$ cat config.mk
export PLATFORM = sky130hd
export DESIGN_NAME = sqd_stream_arbiter
export DESIGN_NICKNAME = d
export VERILOG_FILES = /design/src/rtl/sqd_stream_arbiter.sv
export SDC_FILE = /design/constraint.sdc
export NUM_CORES = 1
export LEC_CHECK = 0
export BUFFER_PORTS_ARGS = -buffer_cell sky130_fd_sc_hd__buf_2
export CAP_MARGIN = 0
export CELL_PAD_IN_SITES_DETAIL_PLACEMENT = 0
export CELL_PAD_IN_SITES_GLOBAL_PLACEMENT = 2
export CORE_UTILIZATION = 24
export DETAILED_ROUTE_END_ITERATION = 7
export PLACE_DENSITY = 0.88
export SLEW_MARGIN = 25
export SYNTH_ARGS = -nofsm -noshare
export SYNTH_HDL_FRONTEND = slang
export SYNTH_SLANG_ARGS = --single-unit
$ cat constraint.sdc
create_clock -name clk -period 2.35 [get_ports clk]
set_clock_uncertainty 0.2 [all_clocks]
set_input_delay 0.3525 -clock clk [delete_from_list [all_inputs] [get_ports clk]]
set_output_delay 0.3525 -clock clk [all_outputs]
set_load 0.05 [all_outputs]
$ cat src/rtl/sqd_stream_arbiter.sv
`default_nettype none
// ============================================================================
// Module   : sqd_stream_arbiter
// Purpose  : Shares one byte-wide sequence detector between N_CH packetised
//            byte streams. One requester is granted per packet in round-robin
//            order and its bytes are steered into the detector. The detector
//            is flushed between packets so a pattern can never span two
//            streams. Each detector hit is tagged with the channel whose byte
//            completed it.
// Ports    : clk, reset (async, active-high)
//            arb_en                         - allow new grants
//            req_valid/req_data/req_last    - per-channel byte streams
//            req_ready                      - per-channel ready (one-hot/zero)
//            det_data/det_valid/det_enable  - drive the detector
//            det_hit                        - detector Moore output
//            hit_valid/hit_chan             - qualified, channel-tagged hit
//            busy/grant_chan                - arbiter status
// Option   : SQD_ARB_HITCNT_EN adds cnt_sel, cnt_clr, cnt_val and a
//            saturating 16-bit hit counter per channel.
// Revision : 1.0 - initial release
// ============================================================================
module sqd_stream_arbiter #(
    parameter int N_CH = 4,
    parameter int CH_W = 2
) (
    input  logic              clk,
    input  logic              reset,
    input  logic              arb_en,
    input  logic [N_CH-1:0]   req_valid,
    input  logic [8*N_CH-1:0] req_data,
    input  logic [N_CH-1:0]   req_last,
    output logic [N_CH-1:0]   req_ready,
    output logic [7:0]        det_data,
    output logic              det_valid,
    output logic              det_enable,
    input  logic              det_hit,
    output logic              hit_valid,
    output logic [CH_W-1:0]   hit_chan,
    output logic              busy,
    output logic [CH_W-1:0]   grant_chan
`ifdef SQD_ARB_HITCNT_EN
    ,
    input  logic [CH_W-1:0]   cnt_sel,
    input  logic              cnt_clr,
    output logic [15:0]       cnt_val
`endif
);

    localparam logic [1:0]      ST_IDLE  = 2'd0;
    localparam logic [1:0]      ST_GRANT = 2'd1;
    localparam logic [1:0]      ST_FLUSH = 2'd2;
    localparam logic [CH_W-1:0] LAST_CH  = CH_W'(N_CH - 1);

    logic [1:0]      state;
    logic [1:0]      state_next;
    logic [CH_W-1:0] rr_ptr;
    logic [CH_W-1:0] pick;
    logic            found;
    logic [CH_W:0]   rr_sum;
    logic [CH_W-1:0] rr_cand;
    logic            grant_valid;
    logic            grant_last;
    logic            beat;
    logic            start_grant;
    logic            en_q;
    logic            beat_d;
    logic [CH_W-1:0] chan_d;
    logic [7:0]      ch_byte [N_CH];

    for (genvar i = 0; i < N_CH; i++) begin : g_unpack
        assign ch_byte[i] = req_data[8*i +: 8];
    end

    assign grant_valid = req_valid[grant_chan];
    assign grant_last  = req_last[grant_chan];
    assign beat        = (state == ST_GRANT) && grant_valid;
    assign start_grant = (state == ST_IDLE) && arb_en && (|req_valid);

    // First valid channel at or above rr_ptr, wrapping modulo N_CH.
    always_comb begin
        pick    = rr_ptr;
        found   = 1'b0;
        rr_sum  = '0;
        rr_cand = '0;
        for (int k = 0; k < N_CH; k++) begin
            rr_sum = {1'b0, rr_ptr} + (CH_W+1)'(k);
            if (rr_sum >= (CH_W+1)'(N_CH)) begin
                rr_sum = rr_sum - (CH_W+1)'(N_CH);
            end
            rr_cand = rr_sum[CH_W-1:0];
            if (!found && req_valid[rr_cand]) begin
                pick  = rr_cand;
                found = 1'b1;
            end
        end
    end

    // State register
    always_ff @(posedge clk or posedge reset) begin
        if (reset) begin
            state <= ST_IDLE;
        end else begin
            state <= state_next;
        end
    end

    // Next-state logic
    always_comb begin
        state_next = state;
        case (state)
            ST_IDLE:  if (start_grant) state_next = ST_GRANT;
            ST_GRANT: if (beat && grant_last) state_next = ST_FLUSH;
            ST_FLUSH: state_next = ST_IDLE;
            default:  state_next = ST_IDLE;
        endcase
    end

    // Output logic: the granted stream is steered with zero latency.
    always_comb begin
        req_ready = '0;
        det_data  = 8'h00;
        det_valid = 1'b0;
        busy      = 1'b0;
        case (state)
            ST_GRANT: begin
                req_ready[grant_chan] = 1'b1;
                det_data              = ch_byte[grant_chan];
                det_valid             = grant_valid;
                busy                  = 1'b1;
            end
            ST_FLUSH: begin
                busy = 1'b1;
            end
            default: begin
            end
        endcase
    end

    // en_q keeps the detector cleared while reset is asserted and lets it
    // run from the first edge after release; FLUSH clears it between packets.
    assign det_enable = en_q && (state != ST_FLUSH);

    always_ff @(posedge clk or posedge reset) begin
        if (reset) begin
            en_q       <= 1'b0;
            grant_chan <= '0;
            rr_ptr     <= '0;
            beat_d     <= 1'b0;
            chan_d     <= '0;
            hit_valid  <= 1'b0;
            hit_chan   <= '0;
        end else begin
            en_q <= 1'b1;
            if (start_grant) begin
                grant_chan <= pick;
            end
            if (state == ST_FLUSH) begin
                rr_ptr <= (grant_chan == LAST_CH) ? '0 : grant_chan + CH_W'(1);
            end
            // The detector output lags the byte by one cycle, so a hit is
            // only accepted when the previous cycle carried a real beat;
            // this gives one pulse even if det_hit stays high over a stall.
            beat_d    <= beat;
            chan_d    <= grant_chan;
            hit_valid <= det_hit && beat_d;
            hit_chan  <= chan_d;
        end
    end

`ifdef SQD_ARB_HITCNT_EN
    logic [15:0] hit_cnt [N_CH];

    for (genvar i = 0; i < N_CH; i++) begin : g_hitcnt
        always_ff @(posedge clk or posedge reset) begin
            if (reset) begin
                hit_cnt[i] <= '0;
            end else if (cnt_clr) begin
                hit_cnt[i] <= '0;
            end else if (hit_valid && (hit_chan == CH_W'(i)) &&
                         (hit_cnt[i] != 16'hFFFF)) begin
                hit_cnt[i] <= hit_cnt[i] + 16'd1;
            end
        end
    end

    assign cnt_val = hit_cnt[cnt_sel];
`endif

endmodule
`default_nettype wire

After elaboration in Yosys (flattened, before gate mapping) --
Index checks and enable logic that the tools add are counted.
Cells by class: bitwise logic cells 1, muxes and demuxes 36, reduce and logical (&&, ||, !) cells 17, magnitude comparators 11, eq/ne operators 6, add/sub/neg operators 8
Operators by type and width (number):
- two-way mux 8 bit | 3
- two-way mux 2 bit | 11
- binary-select mux 8 bit (select 2 bit) | 1
- less-than comparator 2 x 3 -> 1 bit (second input constant) | 5
- binary-select mux 1 bit (select 2 bit) | 6
- greater-or-equal comparator 3 bit (second input constant) | 4
- two-way mux 1 bit | 12
- logical AND 1 bit | 10
- subtractor 2 x 1 -> 2 bit (second input constant) | 4
- adder 2 x 2 -> 3 bit (second input constant) | 2
- == test 2 bit (second input constant) | 2
- two-way mux 4 bit | 1
- inequality test 2 bit (second input constant) | 2
- one-hot mux 2 bit (2 select lines) | 1
- OR reduction 4 bit | 1
- adder 2 x 1 -> 3 bit (second input constant) | 1
- greater-or-equal comparator 2 x 3 -> 1 bit (second input constant) | 1
- zero test 1 bit | 3
- NOT 2 -> 3 bit | 1
- adder 2 x 1 -> 2 bit (second input constant) | 1
- demux 1 bit (select 2 bit) | 1
- == test 2 x 1 -> 1 bit (second input constant) | 1
- greater-or-equal comparator 2 x 1 -> 1 bit (second input constant) | 1
- zero test 2 bit | 1
- other kinds (3) | 3
Storage, ports and cells: flip-flop bits (word level) 13, input port bits 44, output and inout port bits 20

Depth between registers and ports, before layout --
Gate-level depths: netlist (run 1).
depth in word-level cells 14, mapped depth 5

Worst setup path before layout (run 1) --
OpenSTA, ideal clock, no wires.
path kind register to output, start point register grant_chan[0], end point output det_data[0], stages on the path, launching flop included 4, slack -25 ps, buffers on the path 1, data arrival time 1822 ps, required time 1798 ps, cells stage by stage dfrtp_1 buf_6 mux4_2 and2_1
On the way: longest elaborated chain between the ends 5
Ends and longest elaborated chain:
- start, declared | line 40 | output logic [CH_W-1:0] grant_chan
- start signal, assigned | line 155 | grant_chan <= pick;
- NOT 2 -> 3 bit (not written as such) | line 127 | det_data = ch_byte[grant_chan];
- binary-select mux 8 bit (select 2 bit) | line 127
- two-way mux 8 bit (not written as such) (2 in a row) | line 127
- two-way mux 8 bit | line 124 | case (state)
- end, declared | line 33 | output logic [7:0] det_data,
Every way passes these cells. The select of a mux whose other input is x is not followed.

Final worst setup path (run 1) --
start point register grant_chan[0], end point output det_data[1]
Same word-level chain as after synthesis.

==> results.py, run 1 <==
metrics = {
    "grt": {
        "antenna_found_initial": 0,
        "grt.overflow.total": 0,
        "grt_start_max_net_pins": 14,
        "grt_pass1_wl_um": 4820,
        "grt_use_total_pct": 14.3,
        "grt_pass1_vias": 1066,
    },
    "synthesis": {
        "syn_nets": 143,
        "synth_edf_count": 0,
        "yosys.area.top_type": "dfrtp_1",
        "seq_area_frac_synth_pct": 31.7,
        "async_flop_share_pct": 100,
        "yosys_most_used_dff": "dfrtp_1",
        "ys_seq_elements": 13,
        "yosysWarnings": 0,
        "syn_area_um2": 1030,
        "postSynthAreaPerCell_um2": 11.3,
        "synth_area_leaders": "dfrtp_1, mux4_2, ha_1",
        "synth_cell_types": 30,
        "syn_inst": 91,
        "yosysTopAreaCellShare_pct": 31.7,
    },
    "routing": {
        "num_vias": 997,
        "firstDrtPassIters": 4,
        "drt_wl_total_um": 2820,
        "drt-initial-drc-count": 62,
        "drc_errors": 0,
        "antenna_left": 0,
        "wl_per_cell_um": 13.2,
        "avgViaCountPerCell": 4.68,
    },
    "setup_path": {
        "required_ps": 1800,
        "cp_slowest_cell": "mux4_2",
        "cp_cell_sequence": "buf_4 -> mux4_2 -> and2_1 -> buf_2",
        "critPathTopFamily": "multiplexers",
        "endpoint_kind": "output pin",
        "worst_path_largest_cell_delay_ps": 500,
        "path_max_fanout": 7,
        "cp_data_arrival_time_ps": 1700,
        "critical_path_class": "reg2out",
        "startpoint_type": "flop",
        "cp_num_buf_inv": 2,
    },
    "worst_hold_path": {
        "hold_class": "in2reg",
    },
    "cells_and_area": {
        "syn2layout_area_growth_pct": 45.5,
        "seqCellArea_um2": 327,
        "antenna_cells": 0,
        "nNetsFinal": 216,
        "multi_input_area_um2": 654,
        "nFillCells": 413,
        "drive_gt1_share_pct": 52.8,
    },
    "power": {
        "power_mw": 1.92,
        "leakagePower_nw": 0.759,
        "powerDensity_nw_per_um2": 1290,
        "vdd_drop_max_uv": 715,
    },
    "run": {
        "cap_viol_max_count": 0,
    },
    "timing": {
        "worst_slew_margin_rel_pct": 67.3,
        "setup_viol": 0,
        "max_freq_mhz": 445,
        "hold_viol_final": 0,
        "drv_slew": 0,
        "worstMarginPinSlew_ps": 485,
        "setup_slack_ps": 101,
        "timing.final.crit_share_pct": 95.7,
        "hold_ws_ps": 148,
        "fin_setup_tns_ps": 0,
        "min_period_ps": 2250,
        "rsz0062_at_grt": "false",
    },
    "die": {
        "fp-row-count": 23,
        "initial_core_util_pct": 25.3,
        "die_h_um": 67.4,
        "ios": 64,
        "dieWidth_um": 67.4,
        "fp.coreArea_um2": 4060,
        "die_area_um2": 4540,
    },
    "clocking": {
        "clkTransAtPathRegs_ps": 50,
        "clockBufferDepth": 2,
        "htreeDepth": 1,
        "clock-sinks": 13,
        "cts_made_buffers": 3,
        "clk_latency_ps": 240,
        "root_buffer": "clkbuf_8",
        "cts_tree": "done",
    },
    "placed_design": {
        "place_congestion": 0.707,
        "portBuffers": 63,
        "hpwl_um": 2320,
        "dpl_worst_slack_ps": 260,
    },
    "outcome": {
        "status": "completed",
    },
}
metal layers:
| metal | track usage, % | up-vias | part of all wire, % |
|---|---|---|---|
| met5 | 0 | - | 0 |
| met4 | 5.85 | 0 | 1.7 |
| met3 | 3.04 | 6 | 5.4 |
| met2 | 24.8 | 31 | 52 |
| met1 | 16.9 | 485 | 41 |
| li1 | - | 475 | - |
cells in the mapped netlist (all sizes together) (2+ instances only):
master	count
mux4	10
a21o	2
ha	8
inv	7
dfrtp	13
nand2	4
o41ai	2
and2	14
mux2	2
a21oi	2
o21ai	3
buf	2
nand2b	2
nor2b	4
nor2	3
power by group:
| group | switching (mW) | internal, mW |
|---|---|---|
| Sequential | 0.0751 | 0.317 |
| Clock | 0.0780 | 0.120 |
| Combinational | 0.841 | 0.487 |
| Total | 0.994 | 0.924 |
flip-flops by register name, summed over array words and instances (netlist names):
signal      flops
chan_d          2
grant_chan      2
hit_chan        2
rr_ptr          2
state           2
beat_d          1
en_q            1
hit_valid       1
final timing paths:
| kind | to | slack [ps] | start | cells after the start |
|---|---|---|---|---|
| setup / recovery | det_data[1] | 100 | grant_chan[0]$_DFFE_PP0P_ | 4 |
| hold / removal | hit_valid$_DFF_PP0_ | 150 | det_hit | 2 |
| setup reg to reg | state[0]$_DFFE_PP0P_ | 560 | grant_chan[0]$_DFFE_PP0P_ | 5 |
| hold reg to reg | hit_chan[1]$_DFF_PP0_ | 150 | chan_d[1]$_DFF_PP0_ | 0 |
| max in group asynchronous | grant_chan[0]$_DFFE_PP0P_ | 1130 | reset | 3 |
| min in group asynchronous | chan_d[0]$_DFF_PP0_ | 470 | reset | 3 |
layout by cell type (no fill, tap or decap), types with 2 or more instances in the layout:
master and count:
buf_2 63, and2_1 14, dfrtp_1 12, mux4_2 9
ha_1 8, inv_1 7, buf_4 7, nor2b_1 4
nand2_1 4, nor2_1 3, o21ai_0 3, clkbuf_8 3
nand2b_1 2, a21oi_1 2, o41ai_1 2, a21o_1 2
mux2_2 2
kinds of logic after synthesis:
logic type	synth area share [%]
AO/OA/AOI/OAI	12.6
AND/OR/NAND/NOR	16.6
buffers and inverters	4.51
adder cells (fa/ha/maj)	9.76
other	0.366
multiplexers	24.5
flip-flops	31.7
metrics by stage:
stage                     cell area [um2]  util (%)  cells
final                                1490      36.8    213
after CTS                            1490      36.8    213
after floorplan                      1030         -     91
after global placement               1420      34.9    205
after detailed placement             1420      34.9    205
after global routing                 1490      36.8    213
cell type report:
class,instances,area share (%)
timing repair buffer,71,25.3
tap,50,4.19
clock buffer,4,3.02
sequential,13,21.9
inverter,7,1.76
multi-input combinational,68,43.8
repair_timing:
| action | in CTS | in global routing |
|---|---|---|
| setup endpoints to repair | 5 | 0 |
| buffers inserted | 3 | 0 |
| gates resized for setup | 0 | 0 |
| hold buffers | 1 | 0 |
| hold endpoints to repair | 13 | 0 |
No activity file was read; power rests on OpenSTA's default activity.
==> run 2, diff against run 1 <==
--- a/config.mk
+++ b/config.mk
@@ -12,6 +12,8 @@
 export CORE_UTILIZATION = 24
 export DETAILED_ROUTE_END_ITERATION = 7
 export PLACE_DENSITY = 0.88
+export RECOVER_POWER = 100
+export SETUP_SLACK_MARGIN = 0.5
 export SLEW_MARGIN = 25
 export SYNTH_ARGS = -nofsm -noshare
 export SYNTH_HDL_FRONTEND = slang
==> results.py, run 2 (synthesis gave the netlist of run 1 again) <==
metrics = {
    "power": {
        "seq_power_share_pct": 20.6,
        "pwr-share-comb_pct": 70.7,
        "p_int_mw": 1.11,
        "powerDensity_nw_per_um2": 1320,
        "power_mw": 2.17,
        "p_sw_mw": 1.07,
        "pwr-share-clk_pct": 8.7,
        "vdd_drop_max_uv": 381,
        "power_switching_share_pct": 49.2,
        "leakagePower_nw": 0.773,
    },
    "grt": {
        "antenna_found_initial": 0,
        "grt_pass1_wl_um": 4730,
        "grt_use_total_pct": 13.9,
        "grt_pass1_vias": 1019,
        "grt.overflow.total": 0,
        "grt_start_max_net_pins": 17,
    },
    "timing": {
        "hold_ws_ps": 144,
        "fin_setup_tns_ps": 0,
        "timing.final.crit_share_pct": 95.6,
        "worstMarginPinSlew_ps": 608,
        "worst_slew_margin_rel_pct": 59.7,
        "rsz0062_at_grt": "true",
        "max_freq_mhz": 445,
        "setup_viol": 0,
        "hold_viol_final": 0,
        "min_period_ps": 2250,
        "drv_slew": 0,
    },
    "outcome": {
        "status": "completed",
    },
    "placed_design": {
        "place_congestion": 0.830,
        "dpl_cell_area_um2": 1430,
        "portBuffers": 63,
        "dp.cells": 203,
        "hpwl_um": 2200,
    },
    "clocking": {
        "cts_made_buffers": 3,
        "clk_latency_ps": 230,
        "clkTransAtPathRegs_ps": 50,
        "htreeDepth": 1,
        "root_buffer": "clkbuf_8",
        "clock-sinks": 13,
        "cts_tree": "done",
        "clockBufferDepth": 2,
    },
    "run": {
        "cap_viol_max_count": 0,
    },
    "cells_and_area": {
        "nFillCells": 413,
        "antenna_cells": 0,
        "mostFrequentLayoutCells": "buf_2, buf_4, dfrtp_1, mux4_2, and2_4",
        "layout_commonest_cell": "buf_2",
        "finalNonFillerCells": 216,
        "syn2layout_area_growth_pct": 60.0,
        "nNetsFinal": 219,
        "fin_area_um2": 1640,
        "drive_gt1_share_pct": 59.6,
    },
    "routing": {
        "drt_wl_total_um": 2940,
        "drc_errors": 0,
        "antenna_left": 0,
        "drt-initial-drc-count": 50,
        "wl_per_cell_um": 13.6,
        "avgViaCountPerCell": 4.61,
        "num_vias": 995,
        "firstDrtPassIters": 4,
    },
    "setup_path": {
        "endpoint_kind": "output pin",
        "worst_path_largest_cell_delay_ps": 530,
        "startpoint_type": "flop",
        "cp_data_arrival_time_ps": 1690,
        "path_max_fanout": 6,
        "cp_slowest_cell": "mux4_2",
        "critical_path_class": "reg2out",
        "reg2reg_setup_slack_ps": 440,
        "cp_cell_sequence": "mux4_2 -> and2_0 -> clkbuf_4",
        "required_ps": 1800,
    },
    "die": {
        "initial_core_util_pct": 25.3,
        "fp.coreArea_um2": 4060,
        "dieWidth_um": 67.4,
        "die_area_um2": 4540,
        "ios": 64,
        "die_h_um": 67.4,
        "fp-row-count": 23,
    },
    "worst_hold_path": {
        "hold_class": "in2reg",
    },
}
[run 2: area by class of cell]
cell class | instances | area (um2) | share of cell area [%]
inverters | 7 | 28.8 | 1.75
repair buffers | 74 | 459 | 28.0
clock buffers | 4 | 45.0 | 2.74
multi-input cells | 68 | 716 | 43.6
well taps | 50 | 62.6 | 3.81
flip-flops and latches | 13 | 330 | 20.1
[run 2: repair_timing]
action,4_1_cts,5_1_grt
resized for setup,45,8
hold buffers,1,0
endpoints found under the hold margin,13,0
setup buffers,8,0
pin swaps,10,1
setup endpoints to repair,15,17
[run 2: through the flow]
step / util, % / setup WS (ps)
2_1_floorplan: - / 355
6_report: 40.5 / 103
3_3_place_gp: 35.3 / 233
5_1_grt: 40.5 / 53.3
4_1_cts: 41.8 / 131
3_5_place_dp: 35.3 / 212
[run 2: power groups by stage]
stage,clock network [mW],logic (mW),registers [mW]
floorplan,0,0.954,0.521
global placement,0,1.24,0.474
detailed placement,0,1.26,0.479
CTS,0.196,1.64,0.447
global route,0.213,1.64,0.468
finish,0.188,1.54,0.448
[run 2: path summary, 6_finish.rpt]
path,start,end,cells after the start
worst max-delay path,grant_chan[0]$_DFFE_PP0P_,det_valid,3
worst min-delay path,det_hit,hit_valid$_DFF_PP0_,2
worst max register to register,grant_chan[0]$_DFFE_PP0P_,state[0]$_DFFE_PP0P_,4
worst min register to register,chan_d[0]$_DFF_PP0_,hit_chan[0]$_DFF_PP0_,0
max in group asynchronous,reset,grant_chan[0]$_DFFE_PP0P_,3
min in group asynchronous,reset,hit_valid$_DFF_PP0_,3
[run 2: per-layer routing]
metal / global-route usage, % / wire (um)
met3: 2.20 / 126
met4: 3.19 / 16
met2: 25.6 / 1640
met1: 16.6 / 1160
met5: 0 / 0
[run 2: worst max-delay path, delay by kind of cell, from the launching register on]
| family | cells | cell delay (ps) |
|---|---|---|
| flip-flops | 1 | 500 |
| multiplexers | 1 | 530 |
| AND/OR/NAND/NOR | 1 | 200 |
| buffers and inverters | 1 | 230 |
==> run 3, diff against run 2 <==
--- a/config.mk
+++ b/config.mk
@@ -10,6 +10,7 @@
 export CELL_PAD_IN_SITES_DETAIL_PLACEMENT = 0
 export CELL_PAD_IN_SITES_GLOBAL_PLACEMENT = 2
 export CORE_UTILIZATION = 24
+export CTS_CLUSTER_DIAMETER = 30
 export DETAILED_ROUTE_END_ITERATION = 7
 export PLACE_DENSITY = 0.88
 export RECOVER_POWER = 100
==> constraint.sdc (replaced) <==
create_clock -name clk -period 2.4 [get_ports clk]
set_clock_uncertainty 0.2 [all_clocks]
set_input_delay 0.36 -clock clk [delete_from_list [all_inputs] [get_ports clk]]
set_output_delay 0.36 -clock clk [all_outputs]
set_load 0.05 [all_outputs]
==> results.py, run 3 (synthesis gave the netlist of run 1 again) <==
metrics = {
    "outcome": {
        "status": "completed",
    },
    "cells_and_area": {
        "mostFrequentLayoutCells": "buf_2, dfrtp_1, mux4_2, and2_4, clkbuf_2",
        "drive_gt1_share_pct": 62.7,
        "antenna_cells": 0,
        "fin_area_um2": 1680,
        "nNetsFinal": 219,
        "layout_commonest_cell": "buf_2",
        "multi_input_area_um2": 753,
        "seqCellArea_um2": 333,
        "nFillCells": 402,
        "syn2layout_area_growth_pct": 63.7,
    },
    "placed_design": {
        "dpl_cell_area_um2": 1420,
        "dpl_worst_slack_ps": 258,
        "portBuffers": 63,
        "place_congestion": 0.873,
        "hpwl_um": 2210,
    },
    "clocking": {
        "htreeDepth": 1,
        "clk_latency_ps": 240,
        "cts_made_buffers": 3,
        "clock-sinks": 13,
        "cts_tree": "done",
        "root_buffer": "clkbuf_8",
        "clkTransAtPathRegs_ps": 50,
        "clockBufferDepth": 2,
    },
    "timing": {
        "rsz0062_at_grt": "true",
        "timing.final.crit_share_pct": 95.1,
        "min_period_ps": 2280,
        "worstMarginPinSlew_ps": 593,
        "drv_slew": 0,
        "fin_setup_tns_ps": 0,
        "worst_slew_margin_rel_pct": 60.7,
        "setup_viol": 0,
        "setup_slack_ps": 117,
        "max_freq_mhz": 438,
        "hold_viol_final": 0,
    },
    "routing": {
        "drt_wl_total_um": 3100,
        "antenna_left": 0,
        "firstDrtPassIters": 4,
        "drt-initial-drc-count": 36,
        "avgViaCountPerCell": 4.67,
        "drc_errors": 0,
        "num_vias": 1009,
        "wl_per_cell_um": 14.3,
    },
    "grt": {
        "antenna_found_initial": 0,
        "grt_pass1_vias": 1014,
        "grt_pass1_wl_um": 4850,
        "use_met2_pct": 28.4,
        "grt_start_max_net_pins": 17,
        "grt_use_met1_pct": 15.9,
        "grt_use_total_pct": 14.4,
        "grt.overflow.total": 0,
        "top_usage_layer": "met2",
        "met3_usage_pct": 1.18,
    },
    "worst_hold_path": {
        "hold_class": "in2reg",
    },
    "power": {
        "power_mw": 2.19,
        "powerDensity_nw_per_um2": 1300,
        "vdd_drop_max_uv": 512,
        "leakagePower_nw": 0.773,
    },
    "die": {
        "dieWidth_um": 67.4,
        "fp.coreArea_um2": 4060,
        "die_area_um2": 4540,
        "fp-row-count": 23,
        "ios": 64,
        "initial_core_util_pct": 25.3,
        "die_h_um": 67.4,
    },
    "setup_path": {
        "startpoint_type": "flop",
        "cp_data_arrival_time_ps": 1720,
        "endpoint_kind": "output pin",
        "required_ps": 1840,
        "path_max_fanout": 4,
        "reg2reg_setup_slack_ps": 340,
        "critical_path_class": "reg2out",
    },
    "run": {
        "cap_viol_max_count": 0,
    },
}
[run 3: final timing paths]
check	startpoint	end	cells after the start
max	grant_chan[0]$_DFFE_PP0P_	det_data[0]	4
min	det_hit	hit_valid$_DFF_PP0_	2
max reg2reg	grant_chan[0]$_DFFE_PP0P_	state[0]$_DFFE_PP0P_	6
min reg2reg	chan_d[1]$_DFF_PP0_	hit_chan[1]$_DFF_PP0_	0
max in group asynchronous	reset	grant_chan[0]$_DFFE_PP0P_	3
min in group asynchronous	reset	hit_valid$_DFF_PP0_	3
[run 3: final cells by class]
type,count,area share [%]
sequential,13,19.8
timing repair buffer,74,27.0
inverter,7,1.86
multi-input combinational,68,44.9
tap,50,3.73
clock buffer,4,2.68
[run 3: what timing repair did]
action | in CTS | in global routing
setup buffers | 7 | 2
endpoints found under the hold margin | 13 | 0
setup endpoints to repair | 14 | 18
pin swaps | 1 | 2
resized for setup | 55 | 12
hold buffers | 1 | 0
[run 3: metrics by stage]
stage          hold slack, ps  instances  util, %
6_report                  132        216     41.4
5_1_grt                   129        216     41.4
4_1_cts                   137        214     42.6
3_5_place_dp              136        202     35.1
3_3_place_gp              133        202     35.1
2_1_floorplan            36.9         91        -
[run 3: layer usage]
metal / vias up / share of wire [%]
li1: 479 / -
met1: 502 / 40
met4: 0 / 0.74
met5: - / 0
met2: 24 / 57
met3: 4 / 2.8
[run 3: critical path, cell delays in order (launching register included)]
cell and delay [ps]:
dfrtp_4 470, buf_6 140, mux4_2 500, and2_0 210, buf_6 170
[run 3: power breakdown]
part           internal [mW]  switching, mW
sequential             0.320          0.122
combinational          0.659          0.896
clock                  0.117         0.0734
